==> src/rtl/option_record_assembler.sv <==
// Assembles one framed option-pricing record (SYNC, 28 payload bytes, XOR checksum)
// from a byte stream and presents it to the BRAM writer through a one-entry valid/ready buffer.
//
// state   | meaning
// HUNT    | discarding bytes until SYNC_BYTE
// PAYLOAD | shifting in the 28 payload bytes
// CHECK   | next strobe carries the checksum; a good frame commits here
module option_record_assembler #(
  parameter logic [7:0] SYNC_BYTE      = 8'hA5,
  parameter int         TIMEOUT_CYCLES = 100000,
  parameter int         CNT_W          = 8
) (
  input  logic             clock,
  input  logic             reset,
  input  logic [7:0]       rx_data,
  input  logic             rx_valid,
  output logic             rec_valid,
  input  logic             rec_ready,
  output logic [127:0]     newData,
  output logic [31:0]      volatility,
  output logic [31:0]      otype,
  output logic [31:0]      timet,
  output logic [CNT_W-1:0] frame_cnt,
  output logic [CNT_W-1:0] err_cnt,
  output logic [CNT_W-1:0] drop_cnt
);

  localparam int IDLE_W = $clog2(TIMEOUT_CYCLES + 1);
  // Abort on the edge where the idle count would reach TIMEOUT_CYCLES.
  localparam logic [IDLE_W-1:0] IDLE_LAST = IDLE_W'(TIMEOUT_CYCLES - 1);
  localparam logic [4:0]        LAST_IDX  = 5'd27;

  typedef enum logic [1:0] {
    HUNT    = 2'd0,
    PAYLOAD = 2'd1,
    CHECK   = 2'd2
  } state_t;

  state_t            state_q, state_d;
  logic [4:0]        idx_q, idx_d;
  logic [7:0]        csum_q, csum_d;
  logic [IDLE_W-1:0] idle_q, idle_d;
  logic [223:0]      asm_q, asm_d;
  logic [223:0]      rec_q, rec_d;
  logic              valid_q, valid_d;
  logic [CNT_W-1:0]  frame_q, frame_d;
  logic [CNT_W-1:0]  err_q, err_d;
  logic [CNT_W-1:0]  drop_q, drop_d;

  logic good;
  logic err_ev;
  logic accept;
  logic commit;

  function automatic logic [CNT_W-1:0] sat_inc(input logic [CNT_W-1:0] c);
    return (&c) ? c : c + CNT_W'(1);
  endfunction

  always_ff @(posedge clock or negedge reset) begin
    if (!reset) begin
      state_q <= HUNT;
      idx_q   <= '0;
      csum_q  <= '0;
      idle_q  <= '0;
      asm_q   <= '0;
      rec_q   <= '0;
      valid_q <= 1'b0;
      frame_q <= '0;
      err_q   <= '0;
      drop_q  <= '0;
    end else begin
      state_q <= state_d;
      idx_q   <= idx_d;
      csum_q  <= csum_d;
      idle_q  <= idle_d;
      asm_q   <= asm_d;
      rec_q   <= rec_d;
      valid_q <= valid_d;
      frame_q <= frame_d;
      err_q   <= err_d;
      drop_q  <= drop_d;
    end
  end

  always_comb begin
    state_d = state_q;
    idx_d   = idx_q;
    csum_d  = csum_q;
    idle_d  = idle_q;
    asm_d   = asm_q;
    rec_d   = rec_q;
    valid_d = valid_q;
    frame_d = frame_q;
    err_d   = err_q;
    drop_d  = drop_q;
    good    = 1'b0;
    err_ev  = 1'b0;
    accept  = valid_q & rec_ready;

    case (state_q)
      HUNT: begin
        idx_d  = '0;
        csum_d = '0;
        idle_d = '0;
        if (rx_valid && rx_data == SYNC_BYTE) begin
          state_d = PAYLOAD;
        end
      end
      PAYLOAD: begin
        if (rx_valid) begin
          asm_d  = {asm_q[215:0], rx_data};
          csum_d = csum_q ^ rx_data;
          idle_d = '0;
          if (idx_q == LAST_IDX) begin
            idx_d   = '0;
            state_d = CHECK;
          end else begin
            idx_d = idx_q + 5'd1;
          end
        end else if (idle_q == IDLE_LAST) begin
          err_ev  = 1'b1;
          idle_d  = '0;
          state_d = HUNT;
        end else begin
          idle_d = idle_q + IDLE_W'(1);
        end
      end
      CHECK: begin
        if (rx_valid) begin
          idle_d  = '0;
          state_d = HUNT;
          if (rx_data == csum_q) begin
            good = 1'b1;
          end else begin
            err_ev = 1'b1;
          end
        end else if (idle_q == IDLE_LAST) begin
          err_ev  = 1'b1;
          idle_d  = '0;
          state_d = HUNT;
        end else begin
          idle_d = idle_q + IDLE_W'(1);
        end
      end
      default: begin
        state_d = HUNT;
        idx_d   = '0;
        csum_d  = '0;
        idle_d  = '0;
      end
    endcase

    // A same-cycle accept frees the buffer, so the new record follows without a bubble.
    commit = good & (~valid_q | accept);
    if (commit) begin
      rec_d   = asm_q;
      valid_d = 1'b1;
      frame_d = sat_inc(frame_q);
    end else begin
      if (good) begin
        drop_d = sat_inc(drop_q);
      end
      if (accept) begin
        valid_d = 1'b0;
      end
    end

    if (err_ev) begin
      err_d = sat_inc(err_q);
    end
  end

  assign rec_valid  = valid_q;
  assign newData    = rec_q[223:96];
  assign volatility = rec_q[95:64];
  assign otype      = rec_q[63:32];
  assign timet      = rec_q[31:0];
  assign frame_cnt  = frame_q;
  assign err_cnt    = err_q;
  assign drop_cnt   = drop_q;

endmodule

==> config.mk <==
export PLATFORM = sky130hd
export DESIGN_NAME = option_record_assembler
export DESIGN_NICKNAME = d
export VERILOG_FILES = /design/src/rtl/option_record_assembler.sv
export SDC_FILE = /design/constraint.sdc
export NUM_CORES = 1
export LEC_CHECK = 0
export ABC_CLOCK_PERIOD_IN_PS = 3200
export BUFFER_PORTS_ARGS = -buffer_cell sky130_fd_sc_hd__buf_4
export CORE_ASPECT_RATIO = 0.7
export CORE_MARGIN = 2
export CORE_UTILIZATION = 50
export DETAILED_ROUTE_END_ITERATION = 8
export GPL_ROUTABILITY_DRIVEN = 0
export MAX_ROUTING_LAYER = met4
export PLACE_DENSITY_LB_ADDON = 0.05
export SLEW_MARGIN = 10
export SYNTH_ARGS = -nofsm -noshare
export SYNTH_HDL_FRONTEND = slang
export SYNTH_SLANG_ARGS = --single-unit
export TNS_END_PERCENT = 30
==> constraint.sdc <==
create_clock -name clock -period 3.2 [get_ports clock]
set_clock_uncertainty 0.05 [all_clocks]
set_input_delay 0.48 -clock clock [delete_from_list [all_inputs] [get_ports clock]]
set_output_delay 0.48 -clock clock [all_outputs]
set_load 0.02 [all_outputs]
Word-level counts from Yosys, hierarchy flattened
Cells that the tools add are included.
{"block": "classes", "eq_ne": 9, "bitwise_logic": 10, "n_mux": 24, "n_addsub": 5, "reduce_logical": 13}
{"operator": "17-bit 2-to-1 mux", "count": 3}
{"operator": "8-bit by 1-bit adder with 8-bit output, second input constant", "count": 3}
{"operator": "8-bit AND reduction", "count": 3}
{"operator": "17-bit by 1-bit adder with 17-bit output, second input constant", "count": 1}
{"operator": "17-bit == test, second input constant", "count": 1}
{"operator": "8-bit case mux with 2 select lines", "count": 1}
{"operator": "2-bit 2-to-1 mux", "count": 5}
{"operator": "5-bit 2-to-1 mux", "count": 2}
{"operator": "5-bit case mux with 2 select lines", "count": 1}
{"operator": "2-bit AND reduction", "count": 5}
{"operator": "1-bit 2-to-1 mux", "count": 9}
{"operator": "8-bit == test", "count": 1}
{"operator": "8-bit == test, second input constant", "count": 1}
{"operator": "8-bit 2-to-1 mux", "count": 1}
{"operator": "8-bit bitwise XOR", "count": 1}
{"operator": "1-bit inverter", "count": 6}
{"operator": "2-bit case mux with 3 select lines", "count": 1}
{"operator": "5-bit by 1-bit adder with 5-bit output, second input constant", "count": 1}
{"operator": "5-bit == test, second input constant", "count": 1}
{"operator": "2-bit != test, second input constant", "count": 2}
{"operator": "3-bit != test, second input constant", "count": 1}
{"operator": "3-bit AND reduction", "count": 1}
{"operator": "1-bit bitwise AND", "count": 2}
{"operator": "2-bit by 1-bit == test with 1-bit output, second input constant", "count": 1}
{"operator": "other kinds (7)", "count": 7}
{"block": "word_totals", "inputBits": 12, "register_bits": 505, "out_inout_bits": 249, "elab_cells": 71}

Depth between registers and ports, before layout
Gate-level depths: netlist of run 1.
{"block": "depth", "word_depth": 7, "depth_mapped": 9, "mapped_depth_nobuf": 7}

Worst setup path after synthesis of run 1
OpenSTA, ideal clock, no wires.
{"block": "synth_timing", "kind": "reg-to-reg", "startpoint": "register state_q[0]", "endpoint": "register rec_q[217]", "setup_time_ps": 125, "required_ps": 3025, "slack_ps": 956, "stages_incl_launch_ff": 9, "path_buffers": 3, "synth_period_minus_slack_ps": 2244, "t_arrival_ps": 2069, "cell_sequence": "dfrtp_1 inv_1 ha_1 clkbuf_1 nand2b_1 nor4_4 buf_2 buf_2 mux2_2"}
{"block": "synth_between", "elab_chain_cells": 3}
{"item": "start: declaration", "line": "39", "source": "state_t state_q, state_d;"}
{"item": "start signal: assignment", "line": "72", "source": "state_q <= state_d;"}
{"item": "2-bit == test", "line": "100", "source": "case (state_q)"}
{"item": "1-bit 2-to-1 mux", "line": "100"}
{"item": "1-bit bitwise AND", "line": "154", "source": "commit = good & (~valid_q | accept);"}
{"item": "end signal: assignment", "line": "77", "source": "rec_q <= rec_d;"}
{"item": "end: declaration", "line": "44", "source": "logic [223:0] rec_q, rec_d;"}
Every way passes these cells.
A chain may end at the register's enable or synchronous reset.

Worst setup path after layout of run 1
{"block": "layout_timing", "startpoint": "register csum_q[3]", "endpoint": "register rec_q[116]"}
{"block": "layout_between", "elab_chain_cells": 5}
{"item": "start: declaration", "line": "41", "source": "logic [7:0] csum_q, csum_d;"}
{"item": "start signal: assignment", "line": "74", "source": "csum_q <= csum_d;"}
{"item": "8-bit == test", "line": "132", "source": "if (rx_data == csum_q) begin"}
{"item": "1-bit 2-to-1 mux", "line": "132"}
{"item": "1-bit 2-to-1 mux", "line": "129", "source": "if (rx_valid) begin"}
{"item": "1-bit 2-to-1 mux", "line": "100"}
{"item": "1-bit bitwise AND", "line": "154"}
Every way passes these cells.

==> out/summary.log, run 1 <==
INFO  route          vias_after_detailed_routing=10800
INFO  pwr            fin_total_pwr=15.5mW
INFO  yosys          syn-mean-instance-area=15.7µm²
INFO  route          post_route_antenna_net_violation_count=0
INFO  placement      io_buf_count=260
INFO  grt            grt_remaining_overflow=0
INFO  worst_setup_path cp-start-kind=flop
INFO  worst_setup_path cp_common_cell=sky130_fd_sc_hd__buf_12
INFO  timing         relSlewSlack=54.2%
INFO  cells_and_area design.final.nets=1546
INFO  cells_and_area layout.filler_cells=3024
INFO  yosys          mappedNetlistArea=19500µm²
INFO  pwr            internal_power=11.5mW
INFO  status         status=finished clean
INFO  worst_setup_path timing.critical_path.required=3.58ns
INFO  timing         fmaxAchievable=398MHz
INFO  worst_setup_path critical-path-top-delay-family=simple AND/OR/NAND/NOR gates
INFO  clock_tree     clock_path_buffers=3
INFO  timing         report.final.setup_viol=0
INFO  pwr            power_frac_comb=14.0%
INFO  route          drt_first_iter_violations=586
INFO  grt            pin_count_of_the_biggest_net_entering_global_routing=78
INFO  route          vias_per_cell=5.18
INFO  worst_setup_path cells_along_the_critical_path=xnor2_1 > nand4_1 > nor4_4 > buf_12 > buf_12 > mux2_2
INFO  worst_setup_path critical_path_buf_inv_count=2
INFO  clock_tree     clkLatencyLatePin=0.55ns
INFO  clock_tree     clock_tree.htree_level_count=2
INFO  placement      pre_cts_slack=0.538ns
INFO  worst_hold_path hold_path_depth=2
INFO  pwr            pwr-share-clk=36.6%
INFO  timing         finalCritPeriodShare=78.5%
INFO  yosys          postSynth.asyncResetShare=100%
INFO  floorplan      number_of_rows_created_at_floorplan=60
INFO  timing         finalWorstPathRequiredPeriod=2.51ns
INFO  timing         grt_setup_unrepaired=false
INFO  clock_tree     worst_setup_hold_path_clk_slew=0.06ns
INFO  yosys          postSynthRegisterBits=505
INFO  grt            grt_antenna_before_repair=0
INFO  yosys          dominantRegCellSynth=sky130_fd_sc_hd__dfrtp_1
INFO  worst_setup_path rr_worst_depth=6
INFO  pwr            power_density=651nW/µm²
INFO  floorplan      die_w=240µm
INFO  worst_setup_path cp_num_cells=6
INFO  yosys          synth.net_count=1262
INFO  timing         fin_tns_setup=0ns
INFO  worst_setup_path critical_path.max_stage_delay=0.45ns
INFO  placement      hpwl=26900µm
INFO  timing         setup_slack=0.687ns
INFO  clock_tree     cts.sinks=505
INFO  pwr            power.leakage=12.3nW
INFO  floorplan      initial_core_util=50.7%
INFO  pwr            switchingPower=3.96mW
INFO  job            max_cap_viol_count=0
INFO  yosys          netlist_instances=1241
INFO  worst_setup_path critPathMaxFanout=43
INFO  worst_hold_path hp-start=rx_data[0]
INFO  cells_and_area drive_above_1_share=52.7%
INFO  timing         hold_viol_final=0
INFO  timing         hold_ws=0.152ns
INFO  pwr            irDropWorstVdd=0.000469V
INFO  worst_setup_path worstReg2RegStart=csum_q[3]$_DFFE_PN0P_
INFO  route          routed_wire_length=39600µm
INFO  cells_and_area flow.area_growth_from_synthesis=22.1%
INFO  clock_tree     root_cell_of_the_clock_tree=sky130_fd_sc_hd__clkbuf_16
INFO  route          drt_pre_antenna_iters=4
INFO  worst_setup_path cp_slowest_cell=sky130_fd_sc_hd__nor4_4
INFO  floorplan      design.core.area=38400µm²
INFO  pwr            power.switching_fraction=25.6%
INFO  route          drc=0
INFO  worst_hold_path hold_class=in -> reg
INFO  pwr            seqPwrFrac=49.4%
INFO  grt            first_global_vias=11200
INFO  cells_and_area final_core_util=61.9%
INFO  worst_setup_path worst_setup_path_startpoint=csum_q[3]$_DFFE_PN0P_
INFO  worst_setup_path crit_arrival=2.89ns
INFO  clock_tree     cts_inserted_buffers=47
INFO  floorplan      floorplan.die_area=40600µm²
INFO  floorplan      floorplan.die.height=169µm
INFO  worst_setup_path timing.setup.critical_path_class=reg -> reg
INFO  yosys          synthesis.yosys.warnings=0
INFO  yosys          seq_area_frac_synth=64.9%
INFO  floorplan      floorplan.io_pins=261
INFO  yosys          synth_edf_count=0
INFO  yosys          netlist-cell-type-count=42
INFO  timing         final-max-slew-violation-count=0
INFO  clock_tree     cts_resized=0
INFO  worst_setup_path category_of_the_worst_setup_path_capture_point=flop
INFO  route          wl_per_cell=19.0µm
INFO  grt            grt.total_usage=20.3%
INFO  timing         transition_time_at_the_pin_with_the_least_slew_margin=0.684ns
INFO  grt            grt_first_pass_wirelength=62900µm
INFO  clock_tree     tritoncts=built
## stage by stage
step,instance area [µm²],instances
floorplan,19500,1241
global placement,22200,2002
detailed placement,22200,2002
CTS,23800,2086
global route,23800,2086
finish,23800,2087
## path summary, 6_finish.rpt
check | slack, ns | end
min | 0.15 | asm_q[0]$_DFFE_PN0P_
max reg2reg | 0.69 | rec_q[116]$_DFFE_PN0P_
min in group asynchronous | 0.42 | rec_q[192]$_DFFE_PN0P_
max in group asynchronous | 1.72 | idle_q[12]$_DFF_PN0_
min reg2reg | 0.44 | err_cnt[5]$_DFFE_PN0P_
max | 0.69 | rec_q[116]$_DFFE_PN0P_
## power by group through the flow
stage | sequential (mW) | clock [mW] | combinational (mW)
after global placement | 7.75 | 0 | 2.15
after global routing | 7.76 | 6.09 | 2.39
after detailed placement | 7.78 | 0 | 2.21
after CTS | 7.67 | 5.84 | 2.22
final | 7.66 | 5.67 | 2.17
after floorplan | 7.57 | 0 | 1.59
## metal layers
layer	up-vias	GRT usage (%)	share of wire, %
met5	-	-	0
met4	0	5.02	1.9
met3	53	5.19	5.6
met2	174	30.3	47
met1	5622	28.2	46
li1	4972	-	-
## timing repair
action / in CTS / in global routing
setup buffers: 0 / 0
hold buffers: 1 / 0
endpoints found under the hold margin: 55 / 0
## cell families (layout without fill, tap and decap cells)
family | Yosys count | count (layout) | share of synthesized area, %
flip-flops | 505 | 505 | 64.9
other | 0 | 1 | 0
buffers and inverters | 62 | 380 | 1.64
multiplexers | 454 | 454 | 26.2
AND/OR/NAND/NOR | 135 | 135 | 3.63
adder cells (fa/ha/maj) | 9 | 9 | 0.578
XOR/XNOR | 41 | 41 | 1.84
AO/OA/AOI/OAI | 35 | 35 | 1.21
## final cells by class
cell class              count  area (µm²)  share of cell area [%]
clock inverters            14         179                   0.752
repair buffers            290        2360                    9.92
diodes                      1        2.50                  0.0105
well taps                 527         659                    2.77
flip-flops and latches    505       12600                    53.1
clock buffers              69        1400                    5.88
inverters                   7        26.3                   0.110
multi-input cells         674        6540                    27.5
## cell usage after synthesis, drive strengths merged (3+ instances only)
| library cell | number | area share, % |
|---|---|---|
| dfrtp | 505 | 65 |
| mux2 | 454 | 26 |
| buf | 36 | 1.1 |
| nand2 | 35 | 0.67 |
| nor2 | 27 | 0.52 |
| nand3 | 25 | 0.64 |
| xnor2 | 25 | 1.1 |
| clkbuf | 19 | 0.37 |
| xor2 | 16 | 0.72 |
| nand4 | 12 | 0.39 |
| o21ai | 12 | 0.31 |
| ha | 9 | 0.58 |
| a22o | 7 | 0.31 |
| inv | 7 | 0.13 |
| a21oi | 6 | 0.15 |
| and3 | 6 | 0.19 |
| nor4 | 5 | 0.27 |
| nor3 | 4 | 0.10 |
| and4 | 3 | 0.13 |
| nor4b | 3 | 0.13 |
## sequential cells by signal, indices dropped and copies added (netlist names)
name       flops
csum_q         8
frame_cnt      8
drop_cnt       8
err_cnt        8
asm_q        224
rec_valid      1
state_q        2
rec_q        224
idle_q        17
idx_q          5
## layout by cell type (no fill, tap or decap), drive strengths merged, types with 4 or more instances in the layout
cell,Yosys,layout
buf,36,289
mux2,454,454
inv,7,8
dfrtp,505,505
o21ai,12,12
and3,6,6
nand3,25,25
bufinv,0,4
nand2,35,35
ha,9,9
a21oi,6,6
nand4,12,12
clkbuf,19,69
xor2,16,16
xnor2,25,25
clkinv,0,7
a22o,7,7
nor2,27,27
nor3,4,4
nor4,5,5
No activity file was read; power rests on OpenSTA's default activity.
==> inputs of run 2 (changes only) <==
--- a/config.mk
+++ b/config.mk
@@ -5,7 +5,7 @@
 export SDC_FILE = /design/constraint.sdc
 export NUM_CORES = 1
 export LEC_CHECK = 0
-export ABC_CLOCK_PERIOD_IN_PS = 3200
+export ABC_CLOCK_PERIOD_IN_PS = 2100
 export BUFFER_PORTS_ARGS = -buffer_cell sky130_fd_sc_hd__buf_4
 export CORE_ASPECT_RATIO = 0.7
 export CORE_MARGIN = 2
==> constraint.sdc (replaced) <==
create_clock -name clock -period 2.1 [get_ports clock]
set_clock_uncertainty 0.05 [all_clocks]
set_input_delay 0.315 -clock clock [delete_from_list [all_inputs] [get_ports clock]]
set_output_delay 0.315 -clock clock [all_outputs]
set_load 0.02 [all_outputs]
==> run 2 against run 1 <==
Against the previous run:
- the run now ends with negative setup slack left
- total power increased by 57%
- critical path type unchanged
- setup slack got worse by 0.72 ns
- largest power group unchanged
- register-to-register slack got worse by 0.72 ns
==> out/summary.log, run 2 (same netlist as run 1, synthesis figures left out) <==
INFO  status         status=complete, but fails checks [was finished clean]
INFO  status         violations=negative setup slack
INFO  pwr            pwr-share-clk=36.4% [was 36.6%]
INFO  cells_and_area largest_registers=asm_q (224), rec_q (224), idle_q (17) [unchanged]
INFO  placement      hpwl=27500µm [was 26900 µm]
INFO  pwr            power.switching_fraction=25.6% [about the same]
INFO  worst_setup_path timing.setup.critical_path_class=reg -> reg [unchanged]
INFO  clock_tree     clkLatencyLatePin=0.56ns [was 0.55 ns]
INFO  cells_and_area diodes=0 [was 1]
INFO  worst_setup_path crit_arrival=2.52ns [was 2.89 ns]
INFO  floorplan      floorplan.die.height=169µm [unchanged]
INFO  worst_setup_path critPathMaxFanout=21 [was 43]
INFO  grt            grt_remaining_overflow=0 [unchanged]
INFO  route          drt_first_iter_violations=508 [was 586]
INFO  route          routed_wire_length=41400µm [was 39600 µm]
INFO  cells_and_area flow.area_growth_from_synthesis=27.6% [was 22.1%]
INFO  clock_tree     clock_path_buffers=3 [unchanged]
INFO  pwr            power_frac_comb=15.5% [was 14.0%]
INFO  pwr            fin_total_pwr=24.4mW [was 15.5 mW]
INFO  route          met2_length=19300µm [was 18500 µm]
INFO  cells_and_area final_core_util=64.7% [was 61.9%]
INFO  grt            grt_first_pass_wirelength=64300µm [was 62900 µm]
INFO  worst_hold_path hold_class=in -> reg [unchanged]
INFO  floorplan      initial_core_util=50.7% [unchanged]
INFO  pwr            irDropWorstVdd=0.000753V [was 0.000469 V]
INFO  worst_setup_path timing.critical_path.required=2.49ns [was 3.58 ns]
INFO  floorplan      floorplan.die_area=40600µm² [unchanged]
INFO  cells_and_area design.final.nets=1617 [was 1546]
INFO  route          drc=0 [unchanged]
INFO  pwr            power.leakage=12.8nW [was 12.3 nW]
INFO  route          drt_pre_antenna_iters=4 [unchanged]
INFO  floorplan      number_of_rows_created_at_floorplan=60 [unchanged]
INFO  timing         setup_slack=-0.0360ns [was 0.687 ns]
INFO  cells_and_area drive_above_1_share=55.3% [was 52.7%]
INFO  worst_setup_path rr_worst_depth=8 [was 6]
INFO  floorplan      floorplan.io_pins=261 [unchanged]
INFO  route          vias_after_detailed_routing=11200 [was 10800]
INFO  grt            grt.total_usage=20.9% [was 20.3%]
INFO  floorplan      die_w=240µm [unchanged]
INFO  timing         finalCritPeriodShare=102% [was 78.5%]
INFO  placement      placedCellCount=2056 [was 2002]
INFO  pwr            seqPwrFrac=48.1% [was 49.4%]
INFO  worst_setup_path cp-start-kind=flop [unchanged]
INFO  pwr            internal_power=18.1mW [was 11.5 mW]
INFO  timing         transition_time_at_the_pin_with_the_least_slew_margin=0.510ns [was 0.684 ns]
INFO  route          top_layer_used=met4 [unchanged]
INFO  timing         hold_viol_final=0 [unchanged]
INFO  timing         relSlewSlack=66.0% [was 54.2%]
INFO  timing         final-max-slew-violation-count=0 [unchanged]
INFO  grt            grt_antenna_before_repair=0 [unchanged]
INFO  timing         report.final.setup_viol=71 [was 0]
INFO  worst_hold_path hold_path_depth=3 [was 2]
INFO  clock_tree     tritoncts=built [unchanged]
INFO  placement      pre_cts_slack=-0.140ns [was 0.538 ns]
INFO  route          wl_per_cell=19.2µm [was 19.0 µm]
INFO  clock_tree     clock_tree.htree_level_count=2 [unchanged]
INFO  clock_tree     cts.sinks=505 [unchanged]
INFO  pwr            power_density=979nW/µm² [was 651 nW/µm²]
INFO  timing         finalWorstPathRequiredPeriod=2.14ns [was 2.51 ns]
INFO  route          post_route_antenna_net_violation_count=0 [unchanged]
INFO  worst_setup_path category_of_the_worst_setup_path_capture_point=flop [unchanged]
INFO  cells_and_area finish.cell_count_without_fillers=2158 [was 2087]
INFO  grt            pin_count_of_the_biggest_net_entering_global_routing=68 [was 78]
INFO  floorplan      design.core.area=38400µm² [unchanged]
INFO  timing         fmaxAchievable=468MHz [was 398 MHz]
INFO  timing         grt_setup_unrepaired=true [was false]
INFO  clock_tree     cts_inserted_buffers=48 [was 47]
INFO  pwr            switchingPower=6.23mW [was 3.96 mW]
INFO  cells_and_area layout.filler_cells=2892 [was 3024]
INFO  route          detail_route.wirelength.met1=19100µm [was 18100 µm]
INFO  route          route.met3.wl=2110µm [was 2200 µm]
INFO  placement      io_buf_count=260 [unchanged]
INFO  grt            first_global_vias=11500 [was 11200]
INFO  cells_and_area final_common_cell=sky130_fd_sc_hd__dfrtp_1 [unchanged]
INFO  clock_tree     root_cell_of_the_clock_tree=sky130_fd_sc_hd__clkbuf_16 [unchanged]
INFO  cells_and_area layout_common_cells=sky130_fd_sc_hd__dfrtp_1, sky130_fd_sc_hd__mux2_2, sky130_fd_sc_hd__buf_4, sky130_fd_sc_hd__clkbuf_16, sky130_fd_sc_hd__mux2_4 [was sky130_fd_sc_hd__dfrtp_1, sky130_fd_sc_hd__mux2_2, sky130_fd_sc_hd__buf_4, sky130_fd_sc_hd__clkbuf_16, sky130_fd_sc_hd__nand2_1]
INFO  clock_tree     worst_setup_hold_path_clk_slew=0.06ns [about the same]
INFO  job            max_cap_viol_count=0 [unchanged]
INFO  route          vias_per_cell=5.19 [was 5.18]
==> run 2: cell count changes in the layout (fill, tap and decap cells not counted), moves of 3 or more <==
cell | previous run | this run
sky130_fd_sc_hd__clkbuf_8 | 14 | 9
sky130_fd_sc_hd__buf_6 | 0 | 3
sky130_fd_sc_hd__buf_16 | 0 | 4
sky130_fd_sc_hd__clkbuf_16 | 47 | 54
sky130_fd_sc_hd__clkbuf_1 | 8 | 11
sky130_fd_sc_hd__buf_12 | 14 | 23
sky130_fd_sc_hd__mux2_4 | 0 | 39
sky130_fd_sc_hd__xnor2_1 | 25 | 21
sky130_fd_sc_hd__mux2_2 | 453 | 414
sky130_fd_sc_hd__xnor2_2 | 0 | 4
sky130_fd_sc_hd__buf_4 | 274 | 322
==> run 2: cell type report <==
class / instances / area, µm² / area share [%]
clock inverter: 15 / 211 / 0.850
sequential: 505 / 12600 / 50.8
multi-input combinational: 674 / 6750 / 27.1
inverter: 7 / 26.3 / 0.106
clock buffer: 70 / 1420 / 5.69
tap: 527 / 659 / 2.65
timing repair buffer: 360 / 3180 / 12.8
==> run 2: critical path: stages (launching register included) <==
cell                      delay, ns
sky130_fd_sc_hd__dfrtp_1       0.42
sky130_fd_sc_hd__xnor2_1       0.19
sky130_fd_sc_hd__nand4_1       0.14
sky130_fd_sc_hd__buf_6         0.15
sky130_fd_sc_hd__nor4_4        0.17
sky130_fd_sc_hd__buf_6         0.23
sky130_fd_sc_hd__buf_12        0.12
sky130_fd_sc_hd__buf_16        0.16
sky130_fd_sc_hd__mux2_2        0.36
==> run 2: repair_timing <==
action	CTS	global route
cloned	1	7
resized for setup	16	49
buffers inserted	3	5
pin swaps	7	0
endpoints found under the setup margin	225	231
hold buffers	1	0
hold endpoints to repair	34	0
==> run 2: per-layer routing <==
metal,track usage [%],up-vias
li1,-,5120
met1,29.3,5822
met2,31.0,198
met3,4.73,62
met4,5.54,0
met5,-,-
==> run 2: per-stage QoR <==
stage          hold WS, ns  TNS, ns  area [µm²]
2_1_floorplan      -0.0306        0       19500
3_3_place_gp         0.247   -16.91       22700
3_5_place_dp         0.247   -23.34       22700
4_1_cts             0.0281  -0.0277       24500
5_1_grt             0.0414   -13.29       24900
6_report            0.0564   -0.994       24900
==> run 2: final timing paths <==
path                                                to  slack (ns)                   start
worst max-delay path            rec_q[117]$_DFFE_PN0P_       -0.04   csum_q[4]$_DFFE_PN0P_
worst min-delay path             rec_valid$_DFFE_PN0P_        0.06               rec_ready
worst max register to register  rec_q[117]$_DFFE_PN0P_       -0.04   csum_q[4]$_DFFE_PN0P_
worst min register to register  err_cnt[5]$_DFFE_PN0P_        0.44  err_cnt[5]$_DFFE_PN0P_
max in group asynchronous        rec_q[92]$_DFFE_PN0P_        0.97                   reset
min in group asynchronous       asm_q[196]$_DFFE_PN0P_        0.24                   reset
==> run 2: power by group through the flow <==
stage	clock network (mW)	registers, mW	logic (mW)
2_1_floorplan	0	11.5	2.43
3_3_place_gp	0	11.8	3.62
3_5_place_dp	0	11.8	3.71
4_1_cts	9.13	11.7	3.78
5_1_grt	9.55	11.9	4.10
6_report	8.87	11.7	3.78
